**config.mk**
```make
export PLATFORM = sky130hd
export DESIGN_NAME = key_conditioner
export DESIGN_NICKNAME = d
export VERILOG_FILES = /design/src/rtl/key_cond_pkg.sv /design/src/rtl/key_channel.sv /design/src/rtl/key_conditioner.sv
export SDC_FILE = /design/constraint.sdc
export NUM_CORES = 1
export LEC_CHECK = 0
export CAP_MARGIN = 20
export CORE_MARGIN = 5
export CORE_UTILIZATION = 35
export CTS_CLUSTER_DIAMETER = 50
export CTS_CLUSTER_SIZE = 16
export DETAILED_ROUTE_END_ITERATION = 16
export PLACE_DENSITY_LB_ADDON = 0.12
export SLEW_MARGIN = 10
export SYNTH_ARGS = -nofsm -noshare
export SYNTH_HDL_FRONTEND = slang
export SYNTH_SLANG_ARGS = --single-unit
```
**constraint.sdc**
```tcl
create_clock -name Clk -period 2 [get_ports Clk]
set_input_delay 0.4 -clock Clk [delete_from_list [all_inputs] [get_ports Clk]]
set_output_delay 0.4 -clock Clk [all_outputs]
set_load 0.02 [all_outputs]
```
**src/rtl/key_cond_pkg.sv**
```systemverilog
// Shared types and sizing helpers for the pushbutton conditioner.
package key_cond_pkg;

   typedef enum logic [1:0] {
      RS_IDLE   = 2'd0,
      RS_DELAY  = 2'd1,
      RS_REPEAT = 2'd2
   } rep_state_t;

   // Bits needed to count 0..max(a,b)-1; never narrower than one bit.
   function automatic int cnt_width(input int a, input int b);
      int m;
      m = (a > b) ? a : b;
      return (m < 2) ? 1 : $clog2(m);
   endfunction

endpackage

```
**src/rtl/key_channel.sv**
```systemverilog
// One key channel: two-flop synchroniser, debounce filter and auto-repeat sequencer.
module key_channel
   import key_cond_pkg::*;
#(
   parameter int DEBOUNCE_CYCLES = 250000,
   parameter int REPEAT_DELAY    = 25000000,
   parameter int REPEAT_PERIOD   = 5000000
) (
   input  logic clk_i,
   input  logic rst_ni,
   input  logic key_n_i,
   input  logic repeat_en_i,
   output logic level_o,
   output logic press_o,
   output logic release_o,
   output logic hold_o
);

   localparam int DW = cnt_width(DEBOUNCE_CYCLES, DEBOUNCE_CYCLES);
   localparam int TW = cnt_width(REPEAT_DELAY, REPEAT_PERIOD);
   localparam logic [DW-1:0] DB_LAST     = DW'(DEBOUNCE_CYCLES - 1);
   localparam logic [TW-1:0] DELAY_LAST  = TW'(REPEAT_DELAY - 1);
   localparam logic [TW-1:0] PERIOD_LAST = TW'(REPEAT_PERIOD - 1);

   logic          s1_q;
   logic          s2_q;
   logic          level_q;
   logic [DW-1:0] db_cnt_q;
   logic [TW-1:0] timer_q;
   rep_state_t    state_q;
   logic          press_q;
   logic          release_q;
   logic          hold_q;
   logic          differ_s;
   logic          accept_s;

   // Raw key is active-low, so s2 equal to the active-high level means they disagree.
   always_comb begin
      differ_s = (s2_q == level_q);
      accept_s = differ_s && (db_cnt_q == DB_LAST);
   end

   // Two-flop synchroniser for the asynchronous raw key.
   always_ff @(posedge clk_i or negedge rst_ni) begin
      if (!rst_ni) begin
         s1_q <= 1'b1;
         s2_q <= 1'b1;
      end else begin
         s1_q <= key_n_i;
         s2_q <= s1_q;
      end
   end

   // Debounce counter and accepted level.
   always_ff @(posedge clk_i or negedge rst_ni) begin
      if (!rst_ni) begin
         db_cnt_q <= {DW{1'b0}};
         level_q  <= 1'b0;
      end else if (accept_s) begin
         db_cnt_q <= {DW{1'b0}};
         level_q  <= ~s2_q;
      end else if (differ_s) begin
         db_cnt_q <= db_cnt_q + {{(DW-1){1'b0}}, 1'b1};
      end else begin
         db_cnt_q <= {DW{1'b0}};
      end
   end

   // Repeat sequencer with registered strobes; an accepted release overrides any repeat tick.
   always_ff @(posedge clk_i or negedge rst_ni) begin
      if (!rst_ni) begin
         state_q   <= RS_IDLE;
         timer_q   <= {TW{1'b0}};
         press_q   <= 1'b0;
         release_q <= 1'b0;
         hold_q    <= 1'b0;
      end else begin
         press_q   <= 1'b0;
         release_q <= 1'b0;
         if (accept_s && !s2_q) begin
            press_q <= 1'b1;
            state_q <= RS_DELAY;
            timer_q <= {TW{1'b0}};
            hold_q  <= 1'b0;
         end else if (accept_s) begin
            release_q <= 1'b1;
            state_q   <= RS_IDLE;
            timer_q   <= {TW{1'b0}};
            hold_q    <= 1'b0;
         end else begin
            case (state_q)
               RS_IDLE: begin
                  timer_q <= {TW{1'b0}};
               end
               RS_DELAY: begin
                  if (!repeat_en_i) begin
                     timer_q <= {TW{1'b0}};
                  end else if (timer_q == DELAY_LAST) begin
                     press_q <= 1'b1;
                     state_q <= RS_REPEAT;
                     timer_q <= {TW{1'b0}};
                     hold_q  <= 1'b1;
                  end else begin
                     timer_q <= timer_q + {{(TW-1){1'b0}}, 1'b1};
                  end
               end
               RS_REPEAT: begin
                  if (!repeat_en_i) begin
                     state_q <= RS_DELAY;
                     timer_q <= {TW{1'b0}};
                     hold_q  <= 1'b0;
                  end else if (timer_q == PERIOD_LAST) begin
                     press_q <= 1'b1;
                     timer_q <= {TW{1'b0}};
                  end else begin
                     timer_q <= timer_q + {{(TW-1){1'b0}}, 1'b1};
                  end
               end
               default: begin
                  state_q <= RS_IDLE;
                  timer_q <= {TW{1'b0}};
                  hold_q  <= 1'b0;
               end
            endcase
         end
      end
   end

   assign level_o   = level_q;
   assign press_o   = press_q;
   assign release_o = release_q;
   assign hold_o    = hold_q;

endmodule

```
**src/rtl/key_conditioner.sv**
```systemverilog
// N independent pushbutton channels feeding the Run/Continue control inputs.
module key_conditioner #(
   parameter int N_KEYS          = 2,
   parameter int DEBOUNCE_CYCLES = 250000,
   parameter int REPEAT_DELAY    = 25000000,
   parameter int REPEAT_PERIOD   = 5000000
) (
   input  logic              Clk,
   input  logic              Reset,
   input  logic [N_KEYS-1:0] Key_n,
   input  logic [N_KEYS-1:0] Repeat_en,
   output logic [N_KEYS-1:0] Key_level,
   output logic [N_KEYS-1:0] Key_press,
   output logic [N_KEYS-1:0] Key_release,
   output logic [N_KEYS-1:0] Key_hold
);

   genvar g;
   generate
      for (g = 0; g < N_KEYS; g++) begin : g_ch
         key_channel #(
            .DEBOUNCE_CYCLES(DEBOUNCE_CYCLES),
            .REPEAT_DELAY   (REPEAT_DELAY),
            .REPEAT_PERIOD  (REPEAT_PERIOD)
         ) u_ch (
            .clk_i      (Clk),
            .rst_ni     (Reset),
            .key_n_i    (Key_n[g]),
            .repeat_en_i(Repeat_en[g]),
            .level_o    (Key_level[g]),
            .press_o    (Key_press[g]),
            .release_o  (Key_release[g]),
            .hold_o     (Key_hold[g])
         );
      end
   endgenerate

endmodule

```
==> out/metrics.csv, run 1 <==
stage;metric;value;unit
finish;fin_nets;611;
sta;rsz0062_at_grt;true;
routing;firstDrtPassIters;4;
sta;period_needed;2010;ps
critical_path;startpoint_type;flop;
finish;layout_common_cells;nor2_1 (110), dfrtp_1 (98), buf_4 (63);
critical_path;critPathSlowestCell;or4b_4;
pwr;total_power;4.00;mW
sta;setup_violations;11;
critical_path;crit_path_cell_trace;or4b_4 > nor4_4 > a21boi_2 > o2111ai_4 > buf_12 > nor2_1;
routing;drc;0;
cts;cts_buffers;9;
synthesis;synth_ff_type;dfrtp_1;
sta;max_freq;497;MHz
finish;area_growth_syn_to_layout;23.7;%
place;portBuffers;13;
critical_path;crit_type;reg2reg;
sta;hold_viol;0;
routing;drt_iter0_drc;183;
sta;slew_viol_final;0;
cts;cts_buffer_depth;2;
finish;drive_above_1_share;17.6;%
finish;fill_cells;1379;
routing;routedWlPerCell;13.5;um
floorplanning;dieArea;17200;um2
cts;postCtsHoldBufs;0;
finish;stdcell_count;782;
routing;num_vias;3814;
synthesis;avgSynthCellArea;9.87;um2
cts;clk_pin_slew;70;ps
floorplanning;start_util;35.5;%
finish;regArea;2560;um2
synthesis;ys_seq_elements;102;
synthesis;synthCells;519;
grt;antenna_found_initial;0;
worst_hold_path;min_path_type;in2async;
synthesis;synthArstFlopShare;100;%
synthesis;synth_cell_type_count;48;
floorplanning;core_area;14400;um2
synthesis;synth_edf_count;0;
cts;cts_tree;yes;
sta;fin_ws;-10.2;ps
floorplanning;core.rowCount;44;
synthesis;syn_nets;537;
synthesis;synth_area;5120;um2
place;place_congestion;0.836;
critical_path;rr_startpoint;g_ch[1].u_ch.timer_q[7];
floorplanning;ioPinCount;14;
routing;ant_nets;0;
outcome;outcome;complete, but fails checks;
sta;maxSlewHeadroom;64.0;%
finish;multi_input_area;2490;um2
pwr;power_density;631;nW/um2
grt;grt.total_usage;13.3;%
routing;wirelength;10500;um
place;dp_hpwl;7170;um
cts;htreeDepth;3;
sta;fin_worst_skew;6.90;ps
synthesis;synth-seq-area-share;49.9;%
grt;grt_pass1_vias;3858;
critical_path;crit_required;2240;ps
cts;numClockSinks;102;
finish;layout_commonest_cell;nor2_1;
floorplanning;die_h;131;um
cts;cts_root_buf;clkbuf_16;
sta;finalCritPeriodShare;101;%
pwr;peakVddDrop;0.000415;V
grt;grt_pass1_wl;18300;um
sta;worst_slew_pin_slew;540;ps
cts;insertion_delay;350;ps
run;cap_viol_max_count;0;
outcome;violations;setup timing;
place;dp.cells;760;
critical_path;crit_fanout;25;
critical_path;arrival;2250;ps
routing;viasPerCell;4.88;
grt;grt_max_degree;103;
sta;worst_hold_slack;103;ps
floorplanning;die_w;131;um
finish;diodes;0;
critical_path;endpoint_kind;flop;
grt;grt_overflow;0;
critical_path;cpPeakStageDelay;550;ps
finish;fin_util;43.9;%
pwr;leakage;2.71;nW
synthesis;yosys_warnings;0;
critical_path;crit_start;g_ch[1].u_ch.timer_q[7];
cells in the mapped netlist (2+ instances only):
cell	n	area, um2
nand3_1	35	175
nor2_1	110	413
and3_1	9	56.3
or4_1	4	30.0
and4_1	8	70.1
nand4_1	18	113
dfstp_2	4	105
nor3b_1	2	15.0
o21ai_0	3	15.0
mux2i_1	3	30.0
and2_1	4	25.0
a21oi_1	2	10.0
dfrtp_1	98	2450
buf_4	8	60.1
clkbuf_1	3	11.3
xor2_1	39	342
buf_6	2	22.5
a211oi_1	2	15.0
nor4_1	11	68.8
ha_1	12	150
xnor2_1	41	359
a21boi_1	2	15.0
nor4b_1	4	35.0
a21o_1	2	15.0
inv_1	14	52.6
o41ai_1	2	17.5
or4bb_1	3	33.8
nand2b_1	2	12.5
nand2_1	33	124
buf_2	4	20.0
nor3_1	16	80.1
a31oi_1	3	18.8
sequential cells by signal, summed over array words and instances, names as in the netlist:
signal / count
g_ch.u_ch.db_cnt_q: 36
g_ch.u_ch.hold_o: 2
g_ch.u_ch.level_o: 2
g_ch.u_ch.press_o: 2
g_ch.u_ch.release_o: 2
g_ch.u_ch.s1_q: 2
g_ch.u_ch.s2_q: 2
g_ch.u_ch.state_q: 4
g_ch.u_ch.timer_q: 50
layout make-up:
class / count / share of cell area, %
well taps: 184 / 3.63
multi-input cells: 385 / 39.2
clock buffers: 9 / 3.55
clock inverters: 7 / 1.14
inverters: 14 / 0.829
flip-flops and latches: 102 / 40.3
repair buffers: 81 / 11.3
where the power goes:
group	internal [mW]	switching, mW	total [mW]	leakage (nW)
logic	0.0576	0.0878	0.145	1.17
clock network	0.972	0.782	1.75	0.142
registers	2.08	0.0162	2.10	1.40
path summary, 6_finish.rpt:
kind / end / slack (ps) / cells after the start
worst max-delay path: g_ch[1].u_ch.timer_q[12] / -10 / 6
worst max register to register: g_ch[1].u_ch.timer_q[12] / -10 / 6
min in group Clk: g_ch[1].u_ch.s2_q / 360 / 0
worst min-delay path: g_ch[1].u_ch.db_cnt_q[9] / 100 / 2
max in group asynchronous: g_ch[0].u_ch.timer_q[0] / 1490 / 2
worst min register to register: g_ch[1].u_ch.s2_q / 360 / 0
metal layers:
layer	part of all wire (%)	GRT usage [%]
met1	49	17.0
met2	47	21.8
met3	3.3	3.70
met4	1.4	3.93
met5	0	0
worst max-delay path: cells and delay by family (launching register included):
| kind | cells | cell delay [ps] |
|---|---|---|
| buffers and inverters | 1 | 190 |
| and+or+nand+nor | 3 | 960 |
| DFF | 1 | 380 |
| AOI/OAI and AO/OA | 2 | 350 |
repair_timing:
item                                    in CTS  in global routing
setup buffers                                1                  3
endpoints found under the setup margin      25                 62
pin swaps                                    1                  3
gates cloned                                 0                  2
resized for setup                            2                 15
stage by stage:
stage,setup slack [ps],area [um2],TNS [ps]
after floorplan,8.10,5120,0
after global placement,-81.0,5870,-1950
after detailed placement,-91.0,5870,-2080
after CTS,-33.6,6180,-665
after global routing,-143,6340,-3590
final,-10.2,6340,-44.7
logic make-up (layout without fill, tap and decap cells):
family / Yosys count / after routing / share of synthesized area, %
buf+inv: 32 / 111 / 3.32
compound gates: 21 / 21 / 3.30
simple gates: 269 / 269 / 26.3
fa+ha+maj: 12 / 12 / 2.93
xor+xnor: 80 / 80 / 13.7
flops: 102 / 102 / 49.9
mux: 3 / 3 / 0.586
(Power assumes the default switching activity.)
==> inputs of run 2 (changes only) <==
--- a/config.mk
+++ b/config.mk
@@ -16,3 +16,4 @@
 export SYNTH_ARGS = -nofsm -noshare
 export SYNTH_HDL_FRONTEND = slang
 export SYNTH_SLANG_ARGS = --single-unit
+export TNS_END_PERCENT = 10
==> constraint.sdc (replaced) <==
create_clock -name Clk -period 2.45 [get_ports Clk]
set_input_delay 0.49 -clock Clk [delete_from_list [all_inputs] [get_ports Clk]]
set_output_delay 0.49 -clock Clk [all_outputs]
set_load 0.02 [all_outputs]
==> out/metrics.csv, run 2 (synthesized netlist as in run 1, its figures left out) <==
stage;metric;value;unit
outcome;outcome;completed;
routing;drt_iter0_drc;208;
finish;fin_util;40.2;%
critical_path;arrival;2380;ps
sta;max_freq;465;MHz
critical_path;cpPeakStageDelay;570;ps
place;dp_hpwl;6860;um
floorplanning;core_area;14400;um2
routing;viasPerCell;4.94;
sta;finalCritPeriodShare;87.8;%
cts;cts_buffers;9;
finish;largestRegisters;g_ch.u_ch.timer_q: 50 flops, g_ch.u_ch.db_cnt_q: 36 flops, g_ch.u_ch.state_q: 4 flops;
critical_path;startpoint_type;flop;
place;place_worst_setup_slack;280;ps
finish;area_growth_syn_to_layout;13.1;%
routing;wl_met3;311;um
grt;grt_max_degree;39;
sta;worst_slew_pin_slew;589;ps
sta;fin_ws;300;ps
pwr;comb_power_share;2.9;%
cts;cts_buffer_depth;2;
floorplanning;ioPinCount;14;
cts;cts_setup_buffers;0;
worst_hold_path;min_path_type;in2async;
grt;grt_pass1_vias;3594;
pwr;leakage;2.39;nW
sta;finalSetupTns;0;ps
cts;htreeDepth;3;
pwr;clock_power_share;45.9;%
routing;ant_nets;0;
floorplanning;die_w;131;um
pwr;p_int;2.65;mW
run;cap_viol_max_count;0;
grt;antenna_found_initial;0;
pwr;peakVddDrop;0.000329;V
finish;fill_cells;1449;
sta;worst_hold_slack;110;ps
finish;largest_reg_flops;50;
sta;rsz0062_at_grt;false;
place;dpl-instance-area;5480;um2
cts;insertion_delay;350;ps
pwr;switchingPower;697;uW
critical_path;crit_type;reg2reg;
critical_path;crit_fanout;25;
sta;setup_violations;0;
grt;grt.total_usage;12.9;%
finish;diodes;0;
finish;drive_above_1_share;6.30;%
routing;num_vias;3573;
critical_path;endpoint_kind;flop;
routing;wirelength;10000;um
cts;clk_pin_slew;70;ps
pwr;seqPwrFrac;51.2;%
routing;wl_met2;4710;um
cts;cts_root_buf;clkbuf_16;
grt;grt_overflow;0;
routing;drc;0;
finish;fin_nets;553;
routing;wl_met1;4880;um
critical_path;crit_required;2680;ps
critical_path;crit_path_cell_trace;or4b_1 > nor4_4 > a21boi_1 > o2111ai_4 > buf_12 > nor2_1;
pwr;swShare;20.8;%
cts;cts_tree;yes;
finish;fin_area;5790;um2
grt;grt_pass1_wl;17600;um
routing;routed.top_layer;met4;
floorplanning;start_util;35.5;%
cts;numClockSinks;102;
finish;layout_commonest_cell;nor2_1;
cts;postCtsHoldBufs;0;
cts;cts.repair.resized;0;
sta;hold_viol;0;
place;portBuffers;13;
finish;top_register;g_ch.u_ch.timer_q;
critical_path;critPathSlowestCell;or4b_1;
pwr;power_density;578;nW/um2
floorplanning;die_h;131;um
place;place_congestion;0.799;
routing;firstDrtPassIters;4;
sta;maxSlewHeadroom;60.4;%
floorplanning;core.rowCount;44;
floorplanning;dieArea;17200;um2
finish;layout_common_cells;nor2_1 (110), dfrtp_1 (98), xnor2_1 (41);
sta;period_needed;2150;ps
sta;fin_worst_skew;6.43;ps
routing;routedWlPerCell;13.8;um
sta;slew_viol_final;0;
critical_path;timing.reg2reg.setup_slack;300;ps
[run 2: layout make-up]
class / count / area, um2 / area share, %
Inverter: 14 / 52.6 / 0.907
Timing Repair Buffer: 23 / 240 / 4.15
Tap cell: 184 / 230 / 3.97
Clock inverter: 4 / 70.1 / 1.21
Multi-Input combinational cell: 385 / 2400 / 41.4
Sequential cell: 102 / 2560 / 44.1
Clock buffer: 12 / 246 / 4.25
[run 2: metrics by stage]
stage                     instances  power [mW]
after floorplan                 519        1.78
after global placement          708        1.85
after detailed placement        708        1.85
after CTS                       724        3.41
after global routing            724        3.48
final                           724        3.35
[run 2: path summary, 6_finish.rpt]
check                                         from                         to  depth (start not counted)
max in group asynchronous                    Reset   g_ch[1].u_ch.timer_q[19]                          2
hold reg to reg                  g_ch[1].u_ch.s1_q          g_ch[1].u_ch.s2_q                          0
setup reg to reg           g_ch[1].u_ch.timer_q[6]    g_ch[1].u_ch.timer_q[6]                          6
setup / recovery           g_ch[1].u_ch.timer_q[6]    g_ch[1].u_ch.timer_q[6]                          6
hold / removal                               Reset  g_ch[1].u_ch.db_cnt_q[11]                          1
min in group Clk                 g_ch[1].u_ch.s1_q          g_ch[1].u_ch.s2_q                          0
[run 2: routing by layer]
| layer | up-vias | track usage [%] |
|---|---|---|
| li1 | 1792 | - |
| met1 | 1750 | 17.3 |
| met2 | 26 | 20.5 |
| met3 | 5 | 4.02 |
| met4 | 0 | 2.90 |
| met5 | - | 0 |
[run 2: power groups by stage]
stage | Sequential, mW | Clock, mW | Combinational [mW]
after floorplan | 1.74 | 0 | 0.0358
after global placement | 1.75 | 0 | 0.101
after detailed placement | 1.75 | 0 | 0.102
after CTS | 1.72 | 1.60 | 0.102
after global routing | 1.72 | 1.65 | 0.115
final | 1.72 | 1.54 | 0.0965
[run 2: worst max-delay path, delay by kind of cell, from the launching register on]
kind,cells,cell delay (ps)
simple gates,3,1010
compound gates,2,400
flops,1,420
buf+inv,1,200
